--- src/rtl/fmad_pkg.sv ---
// Shared definitions for the FMA-based op sequencer: command encoding,
// binary64 constants, exception flag layout and pipeline latency.
package fmad_pkg;

   typedef enum logic [2:0] {
      CMD_FMADD  = 3'd0,
      CMD_FMSUB  = 3'd1,
      CMD_FNMSUB = 3'd2,
      CMD_FNMADD = 3'd3,
      CMD_FADD   = 3'd4,
      CMD_FSUB   = 3'd5,
      CMD_FMUL   = 3'd6,
      CMD_RSVD   = 3'd7
   } cmd_e;

   localparam logic [63:0] FP_ONE      = 64'h3FF0_0000_0000_0000;
   localparam logic [63:0] FP_NEG_ZERO = 64'h8000_0000_0000_0000;

   localparam int FLAG_NV = 4;
   localparam int FLAG_OF = 2;
   localparam int FLAG_UF = 1;
   localparam int FLAG_NX = 0;
   // Bit 3 has no meaning and is forced to zero on the way into the FIFO
   localparam logic [4:0] FLAG_MASK = 5'((1 << FLAG_NV) | (1 << FLAG_OF) |
                                         (1 << FLAG_UF) | (1 << FLAG_NX));

   localparam int FMA_LAT = 3;

   // Sign flip only; NaN payloads pass through untouched
   function automatic logic [63:0] fneg(input logic [63:0] v);
      return {~v[63], v[62:0]};
   endfunction

endpackage

--- src/rtl/fmad_seq_fifo.sv ---
// In-order result FIFO with modulo-DEPTH pointers and an occupancy count.
// Storage is not reset; only pointers and count are.
module fmad_seq_fifo #(
   parameter int DEPTH = 8,
   parameter int W     = 8,
   localparam int PW   = (DEPTH > 1) ? $clog2(DEPTH) : 1,
   localparam int CW   = $clog2(DEPTH + 1)
) (
   input  logic          clk,
   input  logic          reset,
   input  logic          push,
   input  logic [W-1:0]  din,
   input  logic          pop,
   output logic [W-1:0]  dout,
   output logic          full,
   output logic          empty,
   output logic [CW-1:0] count
);

   logic [W-1:0]  mem [DEPTH];
   logic [PW-1:0] wr_ptr, rd_ptr;

   function automatic logic [PW-1:0] ptr_inc(input logic [PW-1:0] p);
      return (p == PW'(DEPTH - 1)) ? '0 : p + 1'b1;
   endfunction

   always_ff @(posedge clk) begin
      if (push) mem[wr_ptr] <= din;
   end

   always_ff @(posedge clk) begin
      if (reset) begin
         wr_ptr <= '0;
         rd_ptr <= '0;
         count  <= '0;
      end else begin
         if (push) wr_ptr <= ptr_inc(wr_ptr);
         if (pop)  rd_ptr <= ptr_inc(rd_ptr);
         case ({push, pop})
            2'b10:   count <= count + 1'b1;
            2'b01:   count <= count - 1'b1;
            default: ;
         endcase
      end
   end

   assign dout  = mem[rd_ptr];
   assign full  = (count == CW'(DEPTH));
   assign empty = (count == '0);

endmodule

--- src/rtl/fmad_seq.sv ---
// Sequencer in front of a fixed-latency, non-stallable FMA pipeline.
// Credits guarantee FIFO space for every op in flight. Define
// FMAD_SEQ_FFLAGS_EN to get sticky fflags accumulation.
module fmad_seq
   import fmad_pkg::*;
#(
   parameter int DEPTH = 8,
   parameter int TAGW  = 5
) (
   input  logic            clk,
   input  logic            reset,
   input  logic            in_valid,
   output logic            in_ready,
   input  logic [2:0]      in_cmd,
   input  logic [63:0]     in_a,
   input  logic [63:0]     in_b,
   input  logic [63:0]     in_c,
   input  logic [TAGW-1:0] in_tag,
   output logic            fma_req,
   output logic [63:0]     fma_x,
   output logic [63:0]     fma_y,
   output logic [63:0]     fma_z,
   input  logic [63:0]     fma_rslt,
   input  logic [4:0]      fma_flag,
   output logic            out_valid,
   input  logic            out_ready,
   output logic [63:0]     out_data,
   output logic [4:0]      out_flag,
   output logic [TAGW-1:0] out_tag,
   output logic [4:0]      fflags,
   input  logic            fflags_clr
);

   localparam int CW = $clog2(DEPTH + 1);
   localparam int IW = $clog2(FMA_LAT + 1);
   localparam int EW = 64 + 5 + TAGW;

   logic                          accept, pop;
   logic [FMA_LAT:1]              vld_pipe;
   logic [FMA_LAT:1][TAGW-1:0]    tag_pipe;
   logic [IW-1:0]                 inflight;
   logic [CW-1:0]                 occ;
   logic                          fifo_full, fifo_empty;
   logic [EW-1:0]                 fifo_din, fifo_dout;

   // Credit check uses registered state only, so a same-cycle pop frees
   // its slot one cycle later
   assign inflight = IW'($countones(vld_pipe));
   assign in_ready = ~reset & ((int'(inflight) + int'(occ)) < DEPTH);
   assign accept   = in_valid & in_ready;
   assign fma_req  = accept;

   always_comb begin
      fma_x = in_a;
      fma_y = in_b;
      fma_z = in_c;
      case (cmd_e'(in_cmd))
         CMD_FMSUB:  fma_z = fneg(in_c);
         CMD_FNMSUB: fma_x = fneg(in_a);
         CMD_FNMADD: begin
            fma_x = fneg(in_a);
            fma_z = fneg(in_c);
         end
         CMD_FADD: begin
            fma_y = FP_ONE;
            fma_z = in_b;
         end
         CMD_FSUB: begin
            fma_y = FP_ONE;
            fma_z = fneg(in_b);
         end
         CMD_FMUL:   fma_z = FP_NEG_ZERO;
         default: ;
      endcase
   end

   always_ff @(posedge clk) begin
      if (reset) vld_pipe <= '0;
      else       vld_pipe <= {vld_pipe[FMA_LAT-1:1], accept};
   end

   always_ff @(posedge clk) begin
      tag_pipe <= {tag_pipe[FMA_LAT-1:1], in_tag};
   end

   assign fifo_din = {fma_rslt, fma_flag & FLAG_MASK, tag_pipe[FMA_LAT]};

   fmad_seq_fifo #(.DEPTH(DEPTH), .W(EW)) u_fifo (
      .clk   (clk),
      .reset (reset),
      .push  (vld_pipe[FMA_LAT]),
      .din   (fifo_din),
      .pop   (pop),
      .dout  (fifo_dout),
      .full  (fifo_full),
      .empty (fifo_empty),
      .count (occ)
   );

   assign out_valid = ~fifo_empty;
   assign pop       = out_valid & out_ready;
   assign out_data  = fifo_dout[EW-1 -: 64];
   assign out_flag  = fifo_dout[TAGW +: 5];
   assign out_tag   = fifo_dout[TAGW-1:0];

   a_no_write_full: assert property (@(posedge clk) disable iff (reset)
                                     !(vld_pipe[FMA_LAT] && fifo_full));

`ifdef FMAD_SEQ_FFLAGS_EN
   // Clear wins over accumulated history but not over the flag popped now
   always_ff @(posedge clk) begin
      if (reset)           fflags <= '0;
      else if (fflags_clr) fflags <= pop ? out_flag : '0;
      else if (pop)        fflags <= fflags | out_flag;
   end
`else
   logic unused_fflags_clr;
   assign unused_fflags_clr = fflags_clr;
   assign fflags = '0;
`endif

endmodule

--- config.mk ---
export PLATFORM = sky130hd
export DESIGN_NAME = fmad_seq
export DESIGN_NICKNAME = d
export VERILOG_FILES = /design/src/rtl/fmad_pkg.sv /design/src/rtl/fmad_seq_fifo.sv /design/src/rtl/fmad_seq.sv
export SDC_FILE = /design/constraint.sdc
export NUM_CORES = 1
export LEC_CHECK = 0
export BUFFER_PORTS_ARGS = -buffer_cell sky130_fd_sc_hd__buf_2
export CORE_UTILIZATION = 54
export DETAILED_ROUTE_END_ITERATION = 10
export GPL_TIMING_DRIVEN = 0
export MAX_ROUTING_LAYER = met4
export PLACE_DENSITY = 0.8
export SETUP_SLACK_MARGIN = 0.3
export SLEW_MARGIN = 40
export SYNTH_ARGS = -nofsm -noshare
export SYNTH_HDL_FRONTEND = slang
export SYNTH_SLANG_ARGS = --single-unit
--- constraint.sdc ---
create_clock -name clk -period 8.3 [get_ports clk]
set_input_delay 0 -clock clk [delete_from_list [all_inputs] [get_ports clk]]
set_output_delay 0 -clock clk [all_outputs]
set_load 0.01 [all_outputs]
-- Word level (Yosys, flattened, before mapping)
Memories as Yosys holds them, arrays and structs flattened. A register that Yosys moved wholly into a read port is not among the register bits.
Cells that the tools add are included.
Widths: inputs -> output; s select.
- mux-type cells: 10
- add/sub/neg operators: 7
- equality and inequality tests: 10
- $lt $le $gt $ge: 1
- bitwise gates (word level): 8
- reduce and logical (&&, ||, !) cells: 5
- operators with widths (cell ; number):
    $pmux 64 s4 ; 1
    $mux 64 ; 2
    $eq 3x3->1 const B ; 5
    $mux 3 ; 4
    $pmux 4 s2 ; 1
    $add 3x1->3 const B ; 2
    $eq 3x2->1 const B ; 2
    $reduce_or 2->1 ; 3
    $add 2x4->5 ; 1
    $lt 5x4->1 const B ; 1
    $not 1->1 ; 5
    $add 4x1->4 const B ; 1
    $logic_not 4->1 ; 1
    $sub 4x1->4 const B ; 1
    $and 1x1->1 ; 3
    $eq 3x1->1 const B ; 1
    $add 1x1->2 ; 1
    $add 2x1->2 ; 1
    $eq 2x1->1 const B ; 1
    $eq 2x2->1 const B ; 1
    $mux 1 ; 2
    $reduce_bool 2->1 ; 1
- bits in registers: 28
- memories: 1
- output and inout bits: 274
- bits of input ports: 274
- logic and storage cells: 49
- memory bits (writable): 584
- memories (name ; words ; width ; read ports ; clocked after Yosys merged registers in ; write ports ; RTL line ; source):
    u_fifo.mem ; 8 ; 73 ; 1 ; 1 ; 1 ; fmad_seq_fifo.sv:20 ; logic [W-1:0] mem [DEPTH];

-- Logic depth before layout (Yosys ltp)
- depth in word-level cells: 6
- depth in mapped cells: 10

-- By module
A second synthesis with hierarchy kept.
- cell total of the unflattened synthesis: 1183
- area, all modules: 24997.7 µm²
- modules (own cells, without submodules) (module ; instances ; cells each ; seq. area each (µm²) ; area an instance (µm²)):
    fmad_seq_fifo ; 1 ; 928 ; 18037.3 ; 22859.4
    fmad_seq ; 1 ; 255 ; 360.3 ; 2138.3

-- Worst setup path before layout
OpenSTA, ideal clock, no wires.
- kind: flip-flop to flip-flop
- start point: reg vld_pipe[3] in the netlist's numbering
- end point: mem u_fifo.mem[0][0] in the netlist's numbering (enable)
- library setup time: 594 ps
- required time: 7706 ps
- period minus slack after synthesis: 6106 ps
- buffers on the path: 0
- data arrival time: 5512 ps
- stages on the path, launching flop included: 3
- setup slack: 2194 ps
- path through: dfxtp_1 > nand2b_1 > nor3_1
- cells in the longest elaborated chain, start to end: 2
- ends and longest elaborated chain (what ; RTL line ; source):
    from (decl) ; fmad_seq.sv:39 ; logic [FMA_LAT:1] vld_pipe;
    from (signal assigned) ; fmad_seq.sv:79 ; else vld_pipe <= {vld_pipe[FMA_LAT-1:1], accept};
    $mux 1 ; fmad_seq_fifo.sv:28 ; if (push) mem[wr_ptr] <= din;
    $mux 1 (not written as such) ; fmad_seq_fifo.sv:28 ;
    to (decl) ; fmad_seq_fifo.sv:20 ;
Every way passes these cells.

==> results.md <==
- Initial Util: a little under three fifths
- Num CTS Buffers: between 50 and 60
- Hold Slack: 44.8 ps
- Unrepaired setup endpoints after global routing: false
- Area Overhead vs Synth: 27.2%
- Nets@finish: between 2k and 2.5k
- Max clock buf depth: 3
- Synth Area per Inst: 21.0 µm²
- Vias in the first global route: ~15k
- Commonest non-fill, non-tap cell in the layout: edfxtp_1
- CTS clk-pin slew, worst paths: approximately 70 ps
- Detailed Routing Iterations Pass 1: 5
- Worst-Skew Late Latency: 620 ps
- Routability cong.: 1.39
- Via count: 15.1k
- Number of synthesized flops with an enable pin: 584
- IR drop worst, VDD: 0.346 mV
- Root Driver: clkbuf_16
- Synth Flop Type: edfxtp_1
- Sequential fraction of the synthesis area: 73.7%
- Max-cap violations: 0
- Final WL: 72800 µm
- Syn Std Cell Area: 24600 µm²
- FP Rows: 77
- Drt wl/cell: a little under 30 µm
- Placed cell areas: about 29000 µm²
- Post-detail-place hpwl: 50000 µm
- Post-synth top area cell: edfxtp_1
- CTS tree: done
- Req. time, crit path: 8300 ps
- CP Cell Sequence: buf_2, buf_1, mux4_2, mux2_2, buf_2
- Clk_skew: 24.0 ps
- Worst path max stage delay: 740 ps
- Die span in x: 216 µm
- Largest cells by area after synthesis: edfxtp_1 (71%), mux4_2 (13%), mux2_2 (3.3%), dfxtp_1 (2.5%), a22o_1 (2.2%)
- Min Tclk post-route: between 2000 and 3000 ps
- Asr flop ratio synth: 0%
- Synth top area share: 71.2%
- I/O Buffers: 476
- Lkg Pwr: 11.2 nW
- Pwr Total: between 6 and 7 mW
- Initial DRC Count: 1667
- Worst EP arrival: around 3000 ps
- Global-route wire length before repair: between 100000 and 150000 µm
- Overall global routing resource usage: 32.1%
- Worst Tran Pin Value: 930 ps
- Share of cells above drive strength 1: around half
- Cell area after layout: 31300 µm²
- Flop and latch count out of synthesis: 615
- Worst-path maximum fanout: 10
- Vias per cell: 6.01
- Htree depth: 2
- Setup Fix Bufs, Post-CTS: 0
- Syn Inst Count: roughly 1.2k
- Max-slew violations: 0
- Util after Layout: 70.2%
- Most frequent cell on the critical path: buf_2
- Setup TNS: 0 ps
- Die area: 46500 µm²
- Final worst-path cycle share: 35.5%
- Endpoints failing hold: 0
- Status: completed
- DRC viols: 0
- Chip height: 216 µm
- Largest net degree at the start of global routing: 17
- GR Overflow Total: 0
- P per Cell Area: 223 nW/µm²
- Post-CTS sizing: 0
- Final setup viols: 0
- Antenna-violating nets left: 0
- CP max stage cell: buf_1
- Commonest non-fill, non-tap cells in the layout: edfxtp_1 (584), buf_2 (493), mux4_2 (142)
- Core box area: 44600 µm²
- # hold bufs at CTS: 76
- Yosys cell types: 34
- # IOs: 548
- F_max: 339 MHz
- Synth Warn #: 0
- Critical Path Sink Type: primary output
- Critical Setup Path Class: register to primary output
- Worst hold path type: input port to register
- Startpoint types: register
- Worst rel slew slack: 38.0%
- Clock Sinks: 615
- Initial antenna violation count: 18
-- state kept, by name, indices dropped and copies added (netlist names), named ones only --
signal	cells
u_fifo.wr_ptr	3
u_fifo.count	4
tag_pipe	10
u_fifo.rd_ptr	3
vld_pipe	3
fifo_din	5
u_fifo.mem	584
-- per-layer routing --
metal | wire (µm) | GRT usage [%]
met3 | 9720 | 12.7
met2 | 34500 | 48.2
met5 | 0 | -
met1 | 26500 | 40.7
met4 | 2140 | 9.27
-- final timing paths --
check | startpoint | to | slack (ps) | cells past startpoint
setup / recovery | register | out_flag[1] | 5350 | 5
hold / removal | in_tag[0] | tag_pipe[0] | 40 | 2
setup reg to reg | u_fifo.count[0] | u_fifo.count[3] | 5380 | 9
hold reg to reg | tag_pipe[6] | fifo_din[1] | 330 | 0
-- metrics by stage --
step                      worst slack (ps)  cells
after detailed placement              5570   2310
after global placement               -2770   2245
after floorplan                       2190   1177
after global routing                  5230   2504
final                                 5350   2507
after CTS                             5420   2488
-- critical path: cells and delay by family, from the launching register on --
kind / cells / cell delay [ps]
flip-flops: 1 / 350
multiplexers: 2 / 770
buffers and inverters: 3 / 1210
-- Yosys cell counts (2+ instances only) --
cell	instances
buf_1	10
mux2_2	73
inv_1	5
nand3_1	3
a21oi_1	10
nor2_1	16
ha_1	8
mux4_2	142
nand2b_1	15
and2_1	56
buf_2	5
a22o_1	63
nor3_1	2
mux4_1	4
mux2i_1	3
buf_6	16
edfxtp_1	584
clkbuf_1	30
nand2_1	9
nor2b_1	3
xor2_1	2
dfxtp_1	31
or4_1	2
buf_4	69
fa_1	2
-- report_power, final --
part           leakage (nW)  internal [mW]  switching (mW)
Sequential             5.51           3.41          0.0159
Clock                 0.856           1.39            1.10
Combinational          4.88          0.539           0.547
-- cells by family after synthesis --
family	after synthesis	synth area share, %
flip-flops	615	73.7
multiplexers	222	16.9
buffers and inverters	135	3.62
AND/OR/NAND/NOR	108	2.47
AO/OA/AOI/OAI	78	2.59
adder cells (fa/ha/maj)	10	0.569
XOR/XNOR	3	0.107
other	1	0.0152
-- final cells by class --
| cell class | count | area [µm²] |
|---|---|---|
| antenna | 19 | 47.5 |
| multi-input combinational | 427 | 5650 |
| sequential | 615 | 18200 |
| timing repair buffer | 617 | 4090 |
| tap | 592 | 741 |
| clock inverter | 25 | 201 |
| buffer | 130 | 873 |
| clock buffer | 77 | 1540 |
| inverter | 5 | 18.8 |
| fill | 2619 | 13300 |
Power figures use the tool's default switching activity.
